<file path="src/rtl/sound_recorder.sv">
// Sample recorder: writes one sample_in word to an external RAM every DIVIDER+1
// clocks while capturing, then reports completion and the number of samples taken.
module sound_recorder #(
  parameter int SAMPLE_W  = 5,
  parameter int ADDR_W    = 12,
  parameter int DIVIDER   = 2084,
  parameter int LAST_ADDR = 2048
) (
  input  logic                CLOCK_50,
  input  logic                reset,
  input  logic                record,
  input  logic                stop,
  input  logic [SAMPLE_W-1:0] sample_in,
  output logic                wr_en,
  output logic [ADDR_W-1:0]   wr_addr,
  output logic [SAMPLE_W-1:0] wr_data,
  output logic                busy,
  output logic                done,
  output logic [ADDR_W:0]     length
);

  localparam int CNT_W = (DIVIDER > 0) ? $clog2(DIVIDER + 1) : 1;

  localparam logic [1:0] S_IDLE    = 2'd0;
  localparam logic [1:0] S_CAPTURE = 2'd1;
  localparam logic [1:0] S_DONE    = 2'd2;

  localparam logic [CNT_W-1:0]  CNT_LAST  = CNT_W'(DIVIDER);
  localparam logic [ADDR_W-1:0] ADDR_LAST = ADDR_W'(LAST_ADDR);

  logic [1:0]        state_reg;
  logic [CNT_W-1:0]  counter_reg;
  logic [ADDR_W-1:0] addr_reg;
  logic              tick;

  // stop beats a coinciding tick, so a stopped take never writes on its last cycle
  assign tick = (state_reg == S_CAPTURE) && (counter_reg == CNT_LAST) && !stop;

  always_ff @(posedge CLOCK_50) begin
    if (reset) begin
      state_reg   <= S_IDLE;
      counter_reg <= '0;
      addr_reg    <= '0;
      wr_en       <= 1'b0;
      wr_addr     <= '0;
      wr_data     <= '0;
      busy        <= 1'b0;
      done        <= 1'b0;
      length      <= '0;
    end else begin
      wr_en <= 1'b0;
      done  <= 1'b0;
      case (state_reg)
        S_IDLE: begin
          if (record) begin
            state_reg   <= S_CAPTURE;
            counter_reg <= '0;
            addr_reg    <= '0;
            busy        <= 1'b1;
          end
        end
        S_CAPTURE: begin
          if (stop) begin
            state_reg <= S_DONE;
            busy      <= 1'b0;
            done      <= 1'b1;
            length    <= {1'b0, addr_reg};
          end else begin
            counter_reg <= (counter_reg == CNT_LAST) ? '0 : counter_reg + 1'b1;
            if (tick) begin
              wr_en   <= 1'b1;
              wr_addr <= addr_reg;
              wr_data <= sample_in;
              // the final write and the end of the take share one edge
              if (addr_reg == ADDR_LAST) begin
                state_reg <= S_DONE;
                busy      <= 1'b0;
                done      <= 1'b1;
                length    <= {1'b0, addr_reg} + 1'b1;
              end else begin
                addr_reg <= addr_reg + 1'b1;
              end
            end
          end
        end
        S_DONE: begin
          state_reg <= S_IDLE;
        end
        default: begin
          state_reg <= S_IDLE;
        end
      endcase
    end
  end

endmodule

</file>
<file path="config.mk">
export PLATFORM = sky130hd
export DESIGN_NAME = sound_recorder
export DESIGN_NICKNAME = d
export VERILOG_FILES = /design/src/rtl/sound_recorder.sv
export SDC_FILE = /design/constraint.sdc
export NUM_CORES = 1
export LEC_CHECK = 0
export CAP_MARGIN = 10
export CORE_ASPECT_RATIO = 1.1
export CORE_MARGIN = 8
export CORE_UTILIZATION = 30
export DETAILED_ROUTE_END_ITERATION = 6
export DONT_BUFFER_PORTS = 1
export PLACE_DENSITY = 0.42
export SLEW_MARGIN = 0
export SYNTH_ARGS = -nofsm -noshare
export SYNTH_HDL_FRONTEND = slang
export SYNTH_SLANG_ARGS = --single-unit
</file>
<file path="constraint.sdc">
create_clock -name CLOCK_50 -period 7.3 [get_ports CLOCK_50]
set_clock_uncertainty 0.2 [all_clocks]
set_input_delay 0.365 -clock CLOCK_50 [delete_from_list [all_inputs] [get_ports CLOCK_50]]
set_output_delay 0.365 -clock CLOCK_50 [all_outputs]
set_load 0.01 [all_outputs]
</file>
# Word level (Yosys, flattened, before mapping)
# Cells that the tools add are included.
classes:
  bitwise: 2
  n_mux: 25
  addsub: 3
  n_eq_ne: 9
  reduce_logical: 15
op_table:
  columns: ["operator", "n"]
  rows:
  - ["two-way mux 12 bit", 6]
  - ["one-hot mux 12 bit (2 select lines)", 2]
  - ["two-way mux 13 bit", 3]
  - ["adder 12 x 1 -> 12 bit (second input constant)", 2]
  - ["equality test 12 bit (second input constant)", 2]
  - ["adder 12 x 1 -> 13 bit (second input constant)", 1]
  - ["AND reduction 3 bit", 4]
  - ["two-way mux 1 bit", 8]
  - ["two-way mux 2 bit", 4]
  - ["!= test 2 bit (second input constant)", 4]
  - ["nonzero test 2 bit", 3]
  - ["AND reduction 5 bit", 1]
  - ["one-hot mux 2 bit (2 select lines)", 1]
  - ["AND reduction 4 bit", 1]
  - ["!= test 3 x 2 -> 1 bit (second input constant)", 1]
  - ["!= test 3 bit (second input constant)", 1]
  - ["OR reduction 3 bit", 1]
  - ["equality test 2 x 1 -> 1 bit (second input constant)", 1]
  - ["logical AND 1 bit", 2]
  - ["logical NOT 2 bit", 1]
  - ["inverter 1 bit", 2]
  - ["one-hot mux 1 bit (2 select lines)", 1]
  - ["OR reduction 2 bit", 1]
  - ["logical NOT 1 bit", 1]
totals:
  inputBits: 9
  reg_bits: 59
  word_cells: 63

# Depth between registers and ports, before layout
# Gate-level depths: netlist of run 1.
depth:
  word_depth: 6
  mapped_depth: 8
  mapped_depth_nobuf: 6

# Least setup slack after synthesis of run 1
# No wires, ideal clock.
synth_timing:
  path_kind: "register -> register"
  from: "register addr_reg[0]"
  to: "register length[12]"
  t_required_ns: 6.984
  n_path_buf: 1
  stages_incl_launch_ff: 8
  setup_ns: 0.116
  arrival_time_ns: 2.059
  slack_ns: 4.926
  path_cell_list: "dfxtp_1 -> inv_1 -> ha_1 -> or4b_1 -> or4_4 -> o21a_4 -> buf_6 -> and3_1"
synth_between:
  elab_chain_cells: 4
  elab_cells_between_ends: 7
  classes_between: "add/sub (1); eq/ne (1); mux (3); reduce/logical (2)"
synth_lines:
  columns: ["element", "line_no", "source"]
  rows:
  - ["start: declaration", "33", "logic [ADDR_W-1:0] addr_reg;"]
  - ["start signal: assignment", "81", "addr_reg <= addr_reg + 1'b1;"]
  - ["adder 12 x 1 -> 13 bit", "79", "length <= {1'b0, addr_reg} + 1'b1;"]
  - ["two-way mux 13 bit", "75", "if (addr_reg == ADDR_LAST) begin"]
  - ["two-way mux 13 bit", "70", "if (tick) begin"]
  - ["two-way mux 13 bit", "63", "if (stop) begin"]
  - ["end signal: assignment", "67", "length <= {1'b0, addr_reg};"]
  - ["end signal: assignment", "79", null]
  - ["end: declaration", "19", "output logic [ADDR_W:0] length"]
# Several ways; a longest one is shown, not always the timed one. The select of a mux whose other input is x is not followed.
# A chain may end at the register's enable or synchronous reset.

# Worst setup path after layout of run 1
layout_timing:
  from: "register counter_reg[0]"
  to: "register addr_reg[0]"
layout_between:
  elab_chain_cells: 5
layout_lines:
  columns: ["element", "line_no", "source"]
  rows:
  - ["start: declaration", "32", "logic [CNT_W-1:0] counter_reg;"]
  - ["start signal: assignment", "69", "counter_reg <= (counter_reg == CNT_LAST) ? '0 : counter_reg + 1'b1;"]
  - ["equality test 12 bit", "37", "assign tick = (state_reg == S_CAPTURE) && (counter_reg == CNT_LAST) && !stop;"]
  - ["logical AND 1 bit (2 in series)", "37", null]
  - ["!= test 2 bit (no line)", null, null]
  - ["AND reduction 5 bit (no line)", null, null]
# No other way between the ends.

==> out/results.tsv, run 1 <==
metric	value	unit
power	0.697	mW
diodes	0	
setup_tns	0	ns
top_register	length	
drt_first_iter_violations	116	
dp_hpwl	5.49	mm
synth-compound-area-share	0.182	
grtUsageTotal	0.125	
dpl_cell_area	2930	µm²
core-area	9350	µm²
required	7.30	ns
finalWeightedCongestion	0.806	
yosys.area_share.adder	0.0174	
grt_pass1_vias	2345	
max_freq	321	MHz
cellLeakagePower	1.08	nW
synth_fp_nets	362	
outcome	completed	
rsz0062_at_grt	no	
r2r_slack	4.19	ns
postCtsSetupRepairBufs	0	
final_cell_area	3210	µm²
async_reset_ff_frac	0	
ys_ff_latch	59	
final_common_cell	nand2_1	
final_cell_mix	nand2_1 (61), dfxtp_1 (59), a21oi_1 (25), o21ai_0 (20), nand3_1 (17)	
cts-root-buf	clkbuf_8	
synth.distinct_cells	53	
io_buffers	0	
clockBufferDepth	2	
synthXorXnorAreaFrac	0.0305	
cellPowerDensity	217	nW/µm²
dp.cells	443	
hold_buffers	7	
min_period_over_period	0.426	
worst_slew_pin_slew	0.974	ns
ios	42	
largest_reg_flops	13	
synth_top_family_by_area	simple AND/OR/NAND/NOR gates	
multi_input_area	1540	µm²
relSlewSlack	0.349	
synthesis.area	2880	µm²
crit_path_max_fanout	22	
die-area	13000	µm²
cts_tree	done	
postCtsResizedCells	0	
die_height	119	µm
grt_overflow	0	
end_kind	flip-flop	
grt_start_max_net_pins	29	
clk_pin_slew_worst_paths	0.07	ns
setup_ws	4.19	ns
rr_endpoint	addr_reg[0]	
cts_sinks	59	
grt_pass1_wl	12.8	mm
ys_seq_area_frac	0.411	
postRouteAntennaNets	0	
crit_path_start	counter_reg[0]	
setup_viol	0	
start_kind	flip-flop	
syn2layout_area_growth	11.7	%
viasPerCell	5.29	
criticalPathCategory	flip-flop to flip-flop	
fin_nets	357	
syn_area_per_cell	8.24	µm²
r2r_start	counter_reg[0]	
initial_core_util	0.307	
dp_slack	4.12	ns
synth-simple-area-share	0.277	
synth_ff_type	dfxtp_1	
die_x	109	µm
hold_class	primary input to flip-flop	
wire_per_inst	17.1	µm
cp_data_arrival_time	3.11	ns
htreeDepth	3	
finalCriticalPeriod	3.11	ns
fin_util	0.343	
irDropWorstVdd	0.0924	mV
dr_total_vias	2460	
numCtsBuffers	9	
crit_end	addr_reg[0]	
clkLatencyLatePin	0.34	ns
finalHoldViolCount	0	
timing.hold.ws	0.0311	ns
antenna_found_initial	0	
fin_cells	465	
nFillCells	1015	
synth_cells	349	
drtPass1Iterations	4	
drive_above_1_share	0.0690	
wirelength	7.95	mm
seq_area	1180	µm²
min_from	stop	
reg2reg_depth	6	
drc_errors	0	
slew_violations	0	
synth-edff-count	0	
num_rows	37	
synthMuxAreaShare	0.0283	
drv_cap	0	
yosysWarnings	0	
cell families after synthesis:
family / after synthesis
muxes: 8
adders and majority gates: 4
and+or+nand+nor: 151
DFF: 59
buffers and inverters: 37
AOI/OAI and AO/OA: 80
xor gates and xnor gates: 10
worst min path at each step:
stage | endpoint | slack (ns) | cells after the start
final | length[0] | 0.03 | 3
after CTS | length[0] | 0.02 | 3
after global placement | state_reg[1] | 0.24 | 1
after floorplan | counter_reg[11] | 0.25 | 2
after global routing | length[0] | 0.03 | 3
after detailed placement | length[11] | 0.24 | 1
final cells by class:
| class | count | area share |
|---|---|---|
| multi-input combinational | 253 | 0.479 |
| timing repair buffer | 9 | 0.0265 |
| clock inverter | 5 | 0.0242 |
| inverter | 12 | 0.0140 |
| clock buffer | 10 | 0.0429 |
| tap | 117 | 0.0456 |
| sequential | 59 | 0.368 |
routing by layer:
layer	global-route usage	share of wire	vias to the layer above
met2	0.186	0.45	53
met5	0	0	-
met4	0.0380	0.0089	0
met1	0.159	0.48	1153
li1	-	-	1249
met3	0.0533	0.069	5
critical path, stage by stage (launching register included):
cell and delay, ns:
dfxtp_1 0.36, inv_1 0.07, ha_1 0.13, nor4b_2 0.46, nand4_1 0.89, a221oi_1 0.73, o21ai_0 0.13
Yosys cell counts, drive strengths merged, types with 5 or more instances:
cell / n / area share
a21oi: 25 / 0.044
and4: 5 / 0.015
clkbuf: 21 / 0.027
dfxtp: 59 / 0.41
inv: 11 / 0.014
mux2i: 7 / 0.024
nand2: 61 / 0.080
nand3: 17 / 0.030
nand4: 9 / 0.020
nor2: 15 / 0.020
nor3: 7 / 0.012
o211ai: 5 / 0.013
o21ai: 20 / 0.035
or3: 7 / 0.015
xnor2: 5 / 0.015
xor2: 5 / 0.015
report_power, final:
part,internal (mW),switching (mW)
clock network,0.198,0.134
logic,0.0132,0.0215
registers,0.325,0.00471
total,0.537,0.160
Note: power is estimated with default switching activity, not from simulation.
==> run 2: changes to the inputs <==
--- a/config.mk
+++ b/config.mk
@@ -11,7 +11,7 @@
 export CORE_UTILIZATION = 30
 export DETAILED_ROUTE_END_ITERATION = 6
 export DONT_BUFFER_PORTS = 1
-export PLACE_DENSITY = 0.42
+export PLACE_DENSITY = 0.43
 export SLEW_MARGIN = 0
 export SYNTH_ARGS = -nofsm -noshare
 export SYNTH_HDL_FRONTEND = slang
==> constraint.sdc (replaced) <==
create_clock -name CLOCK_50 -period 2.7 [get_ports CLOCK_50]
set_clock_uncertainty 0.2 [all_clocks]
set_input_delay 0.135 -clock CLOCK_50 [delete_from_list [all_inputs] [get_ports CLOCK_50]]
set_output_delay 0.135 -clock CLOCK_50 [all_outputs]
set_load 0.01 [all_outputs]
==> run 2 against run 1 <==
Net effect:
- count of clock-buffer cells in the layout stayed put
- hold slack worse by 0.019 ns
- design area up 4.4%
- worst setup slack lost 4.0 ns
- fmax rose by 25%
- critical path depth did not move
- final cell count increased by 4.7%
- power rose by 150%
- first-iteration DRC count fell by 1.7%
- via count is 4.1% higher
- register-to-register slack got worse by 4.0 ns
- sequential power rose to 2.7 times the previous value
- highest routed layer unchanged
==> out/results.tsv, run 2 (synthesis gave the netlist of run 1 again) <==
metric	value	unit	change
largest_reg_flops	13		unchanged
grt_overflow	0		unchanged
cp_common_cell	o21ai_0		
htreeDepth	3		unchanged
crit_path_start	addr_reg[1]		was counter_reg[0]
drc_errors	0		unchanged
fin_util	0.359		was 0.343
drv_cap	0		unchanged
die-area	13000	µm²	unchanged
final_cell_mix	nand2_1 (61), dfxtp_1 (59), a21oi_1 (25), buf_4 (22), o21ai_0 (20)		was nand2_1 (61), dfxtp_1 (59), a21oi_1 (25), o21ai_0 (20), nand3_1 (17)
io_buffers	0		unchanged
dr_total_vias	2560		was 2460
finalCriticalPeriod	2.48	ns	was 3.11 ns
clk_pin_slew_worst_paths	0.07	ns	about the same
irDropWorstVdd	0.162	mV	was 0.0924 mV
viasPerCell	5.26		was 5.29
postCtsSetupRepairBufs	0		unchanged
max_freq	403	MHz	was 321 MHz
cts_sinks	59		unchanged
cts_tree	done		unchanged
diodes	0		unchanged
grtUsageTotal	0.137		was 0.125
relSlewSlack	0.541		was 0.349
critPathSlowestCell	or4_4		was nand4_1
r2r_start	addr_reg[1]		was counter_reg[0]
fin_nets	379		was 357
dp_hpwl	6.10	mm	was 5.49 mm
initial_core_util	0.307		unchanged
syn2layout_area_growth	16.6	%	was 11.7%
criticalPathCategory	flip-flop to flip-flop		unchanged
cpPeakStageDelay	0.54	ns	was 0.89 ns
die_x	109	µm	unchanged
finalHoldViolCount	0		unchanged
grt_pass1_wl	13.9	mm	was 12.8 mm
crit_path_max_fanout	6		was 22
drtPass1Iterations	4		unchanged
cellPowerDensity	511	nW/µm²	was 217 nW/µm²
postRouteAntennaNets	0		unchanged
setup_viol	0		unchanged
antenna_found_initial	0		unchanged
power.switching	0.442	mW	was 0.160 mW
cp_top_family	simple AND/OR/NAND/NOR gates		unchanged
cts-root-buf	clkbuf_8		unchanged
ios	42		unchanged
numCtsBuffers	9		unchanged
drive_above_1_share	0.122		was 0.0690
grt_start_max_net_pins	28		was 29
hold_class	primary input to flip-flop		unchanged
power	1.71	mW	was 0.697 mW
start_kind	flip-flop		unchanged
clockPowerShare	0.414		was 0.477
die_height	119	µm	unchanged
drt_first_iter_violations	114		was 116
end_kind	flip-flop		unchanged
cp_data_arrival_time	2.49	ns	was 3.11 ns
final_common_cell	nand2_1		unchanged
min_from	stop		unchanged
cellLeakagePower	1.19	nW	was 1.08 nW
combPwrFrac	0.065		was 0.050
wire_per_inst	17.6	µm	was 17.1 µm
rsz0062_at_grt	no		unchanged
finalWeightedCongestion	0.841		was 0.806
seq_power_share	0.520		was 0.473
min_period_over_period	0.919		was 0.426
slew_violations	0		unchanged
wirelength	8.59	mm	was 7.95 mm
setup_tns	0	ns	unchanged
crit_buf_inv	1		unchanged
core-area	9350	µm²	unchanged
num_rows	37		unchanged
top_register	length		unchanged
clockBufferDepth	2		unchanged
required	2.71	ns	was 7.30 ns
worstPathCellList	inv_1 -> ha_1 -> or4b_1 -> or4_4 -> o21ai_0 -> o21ai_0		was inv_1 -> ha_1 -> nor4b_2 -> nand4_1 -> a221oi_1 -> o21ai_0
power.internal	1.27	mW	was 0.537 mW
outcome	completed		unchanged
clkLatencyLatePin	0.35	ns	was 0.34 ns
worst_slew_pin_slew	0.687	ns	was 0.974 ns
swShare	0.258		was 0.230
grt_pass1_vias	2559		was 2345
## run 2: power by group through the flow
stage	sequential, mW	combinational (mW)	clock, mW
final	0.892	0.112	0.710
after global placement	0.912	0.0883	0
after floorplan	0.906	0.0730	0
after CTS	0.892	0.112	0.736
after global routing	0.894	0.125	0.778
after detailed placement	0.912	0.0884	0
## run 2: worst min-delay path, stage by stage
cell     delay, ns
nor3b_1       0.05
nand4_1       0.12
buf_4         0.16
nor2_1        0.05
## run 2: final timing paths
check	cells past startpoint	slack, ns	to
max	6	0.22	length[7]
min	4	0.01	wr_en
max reg2reg	6	0.22	length[7]
min reg2reg	2	0.29	counter_reg[11]
## run 2: per-layer routing
layer  up-vias  part of all wire  GRT usage
met5         -                 0          0
met1      1192              0.46      0.170
met3        26             0.064     0.0435
li1       1286                 -          -
met4         0             0.039     0.0871
met2        56              0.43      0.198
## run 2: timing repair
item | in CTS | in global routing
hold buffers | 9 | 0
setup endpoints to repair | 0 | 1
endpoints found under the hold margin | 43 | 0
gates resized for setup | 0 | 1
## run 2: stage by stage
stage,setup WS [ns],cell area [µm²],hold WS [ns],instances
6_report,0.218,3350,0.0121,487
5_1_grt,0.0584,3350,0.0161,487
4_1_cts,0.165,3340,0.000470,487
3_5_place_dp,0.236,3080,0.0156,463
3_3_place_gp,0.273,3080,0.0150,463
2_1_floorplan,0.326,2880,0.0755,349
## run 2: layout make-up
type	instances	area (µm²)
clock inverter	5	30.0
tap	117	146
multi-input combinational	253	1550
timing repair buffer	31	265
fill	1005	6000
clock buffer	10	138
inverter	12	45.0
sequential	59	1180
==> run 3: changes to the inputs <==
--- a/config.mk
+++ b/config.mk
@@ -12,6 +12,7 @@
 export DETAILED_ROUTE_END_ITERATION = 6
 export DONT_BUFFER_PORTS = 1
 export PLACE_DENSITY = 0.43
+export REMOVE_ABC_BUFFERS = 1
 export SLEW_MARGIN = 0
 export SYNTH_ARGS = -nofsm -noshare
 export SYNTH_HDL_FRONTEND = slang
==> run 3 against run 2 <==
Net effect:
- via count up 1.6%
- sequential cell count unchanged
- worst setup slack worse by 0.047 ns
- hold slack worse by 0.0038 ns
- clock power up 59%
- global-route usage about the same
- core utilization up 0.58 points
- register-to-register slack worse by 0.05 ns
- sequential share of layout area down 0.56 points
- largest power group is now the clock network
- highest routed layer unchanged
==> out/results.tsv, run 3 (synthesis gave the netlist of run 1 again) <==
metric	value	unit	change
cp_top_family	simple AND/OR/NAND/NOR gates		unchanged
finalCriticalPeriod	2.53	ns	was 2.48 ns
drv_cap	0		unchanged
relSlewSlack	0.296		was 0.541
final_common_cell	nand2_1		unchanged
reg2reg_depth	6		unchanged
postCtsSetupRepairBufs	0		unchanged
worst_slew_pin_slew	1.05	ns	was 0.687 ns
power.internal	1.68	mW	was 1.27 mW
top_layer	met4		unchanged
finalHoldViolCount	0		unchanged
largest_reg_flops	13		unchanged
cts_sinks	59		unchanged
ios	42		unchanged
dr_total_vias	2602		was 2560
fin_util	0.364		was 0.359
combPwrFrac	0.049		was 0.065
die_height	119	µm	unchanged
outcome	completed		unchanged
clkLatencyLatePin	0.34	ns	was 0.35 ns
start_kind	flip-flop		unchanged
dp_slack	0.184	ns	was 0.236 ns
final_cell_mix	nand2_1 (61), dfxtp_1 (59), a21oi_1 (25), buf_4 (20), o21ai_0 (19)		was nand2_1 (61), dfxtp_1 (59), a21oi_1 (25), buf_4 (22), o21ai_0 (20)
irDropWorstVdd	0.242	mV	was 0.162 mV
met1Wirelength	3.71	mm	was 3.97 mm
die-area	13000	µm²	unchanged
cpPeakStageDelay	0.54	ns	about the same
die_x	109	µm	unchanged
htreeDepth	3		unchanged
wirelength	8.39	mm	was 8.59 mm
grt_pass1_wl	14.1	mm	was 13.9 mm
cp_data_arrival_time	2.56	ns	was 2.49 ns
core-area	9350	µm²	unchanged
grt_pass1_vias	2649		was 2559
criticalPathCategory	flip-flop to flip-flop		unchanged
crit_path_max_fanout	12		was 6
crit_buf_inv	1		unchanged
cts_tree	done		unchanged
clockPowerShare	0.530		was 0.414
num_rows	37		unchanged
syn2layout_area_growth	18.5	%	was 16.6%
fin_nets	375		was 379
final_cell_area	3410	µm²	was 3350 µm²
cp_num_cells	6		unchanged
grt_overflow	0		unchanged
io_buffers	0		unchanged
grt_start_max_net_pins	27		was 28
slew_violations	0		unchanged
min_period_over_period	0.936		was 0.919
cts-root-buf	clkbuf_8		unchanged
dp_hpwl	5.89	mm	was 6.10 mm
max_freq	396	MHz	was 403 MHz
top_register	length		unchanged
nFillCells	1018		was 1005
cellLeakagePower	1.20	nW	was 1.19 nW
hold_class	primary input to flip-flop		unchanged
seq_power_share	0.420		was 0.520
drtPass1Iterations	5		was 4
drt_first_iter_violations	115		was 114
setup_tns	0	ns	unchanged
swShare	0.210		was 0.258
whs_path_depth	3		was 4
dpl_cell_area	3060	µm²	was 3080 µm²
clk_pin_slew_worst_paths	0.07	ns	about the same
viasPerCell	5.38		was 5.26
finalWeightedCongestion	0.784		was 0.841
multi_input_area	1540	µm²	was 1550 µm²
dr_wl_met3	462	µm	was 551 µm
initial_core_util	0.307		unchanged
clockBufferDepth	2		unchanged
antenna_found_initial	0		unchanged
wire_per_inst	17.3	µm	was 17.6 µm
critPathSlowestCell	or4_4		unchanged
setup_viol	0		unchanged
drive_above_1_share	0.114		was 0.122
power.switching	0.447	mW	was 0.442 mW
grtUsageTotal	0.137		about the same
numCtsBuffers	9		unchanged
end_kind	flip-flop		unchanged
routed-wl-met2	4.04	mm	was 3.73 mm
setup_ws	0.172	ns	was 0.218 ns
drc_errors	0		unchanged
diodes	0		unchanged
rsz0062_at_grt	no		unchanged
cellPowerDensity	624	nW/µm²	was 511 nW/µm²
seq_area	1180	µm²	unchanged
required	2.73	ns	was 2.71 ns
worstPathCellList	inv_1 -> ha_1 -> or4b_1 -> or4_4 -> o21a_4 -> a32o_1		was inv_1 -> ha_1 -> or4b_1 -> or4_4 -> o21ai_0 -> o21ai_0
postRouteAntennaNets	0		unchanged
-- run 3: area by class of cell --
cell class	instances	area share
clock inverter	4	0.0353
clock buffer	12	0.0455
multi-input combinational	253	0.452
timing repair buffer	27	0.0646
inverter	12	0.0132
tap	117	0.0430
sequential	59	0.347
-- run 3: timing repair --
item | 4_1_cts | 5_1_grt
endpoints found under the setup margin | 0 | 4
hold endpoints to repair | 39 | 0
hold buffers | 7 | 0
gates resized for setup | 0 | 1
-- run 3: worst register-to-register path, cell delays in order, from the launching register on --
cell     delay [ns]
dfxtp_1        0.36
inv_1          0.11
ha_1           0.16
or4b_1         0.50
or4_4          0.54
o21a_4         0.29
a32o_1         0.28
-- run 3: power by group through the flow --
stage	clock network, mW	logic [mW]	registers, mW
2_1_floorplan	0	0.0582	0.909
3_3_place_gp	0	0.0859	0.914
3_5_place_dp	0	0.0868	0.914
4_1_cts	1.15	0.105	0.894
5_1_grt	1.19	0.115	0.895
6_report	1.13	0.104	0.893
-- run 3: metrics by stage --
step	total power, mW	hold WS (ns)	cells
finish	2.12	0.00829	484
global route	2.20	0.0189	484
CTS	2.15	0.0182	484
detailed placement	1.00	0.0115	461
global placement	1.00	0.00945	461
floorplan	0.967	0.00407	324
-- run 3: worst paths after layout --
| path | from | endpoint | slack [ns] |
|---|---|---|---|
| max | addr_reg[0] | busy | 0.17 |
| max reg2reg | addr_reg[0] | busy | 0.17 |
| min | stop | length[3] | 0.008 |
| min reg2reg | counter_reg[11] | counter_reg[11] | 0.28 |
-- run 3: routing by layer --
layer  vias up  track usage
met1      1257        0.162
met4         0       0.0524
met5         -            0
met2        51        0.221
met3        13       0.0484
li1       1281            -
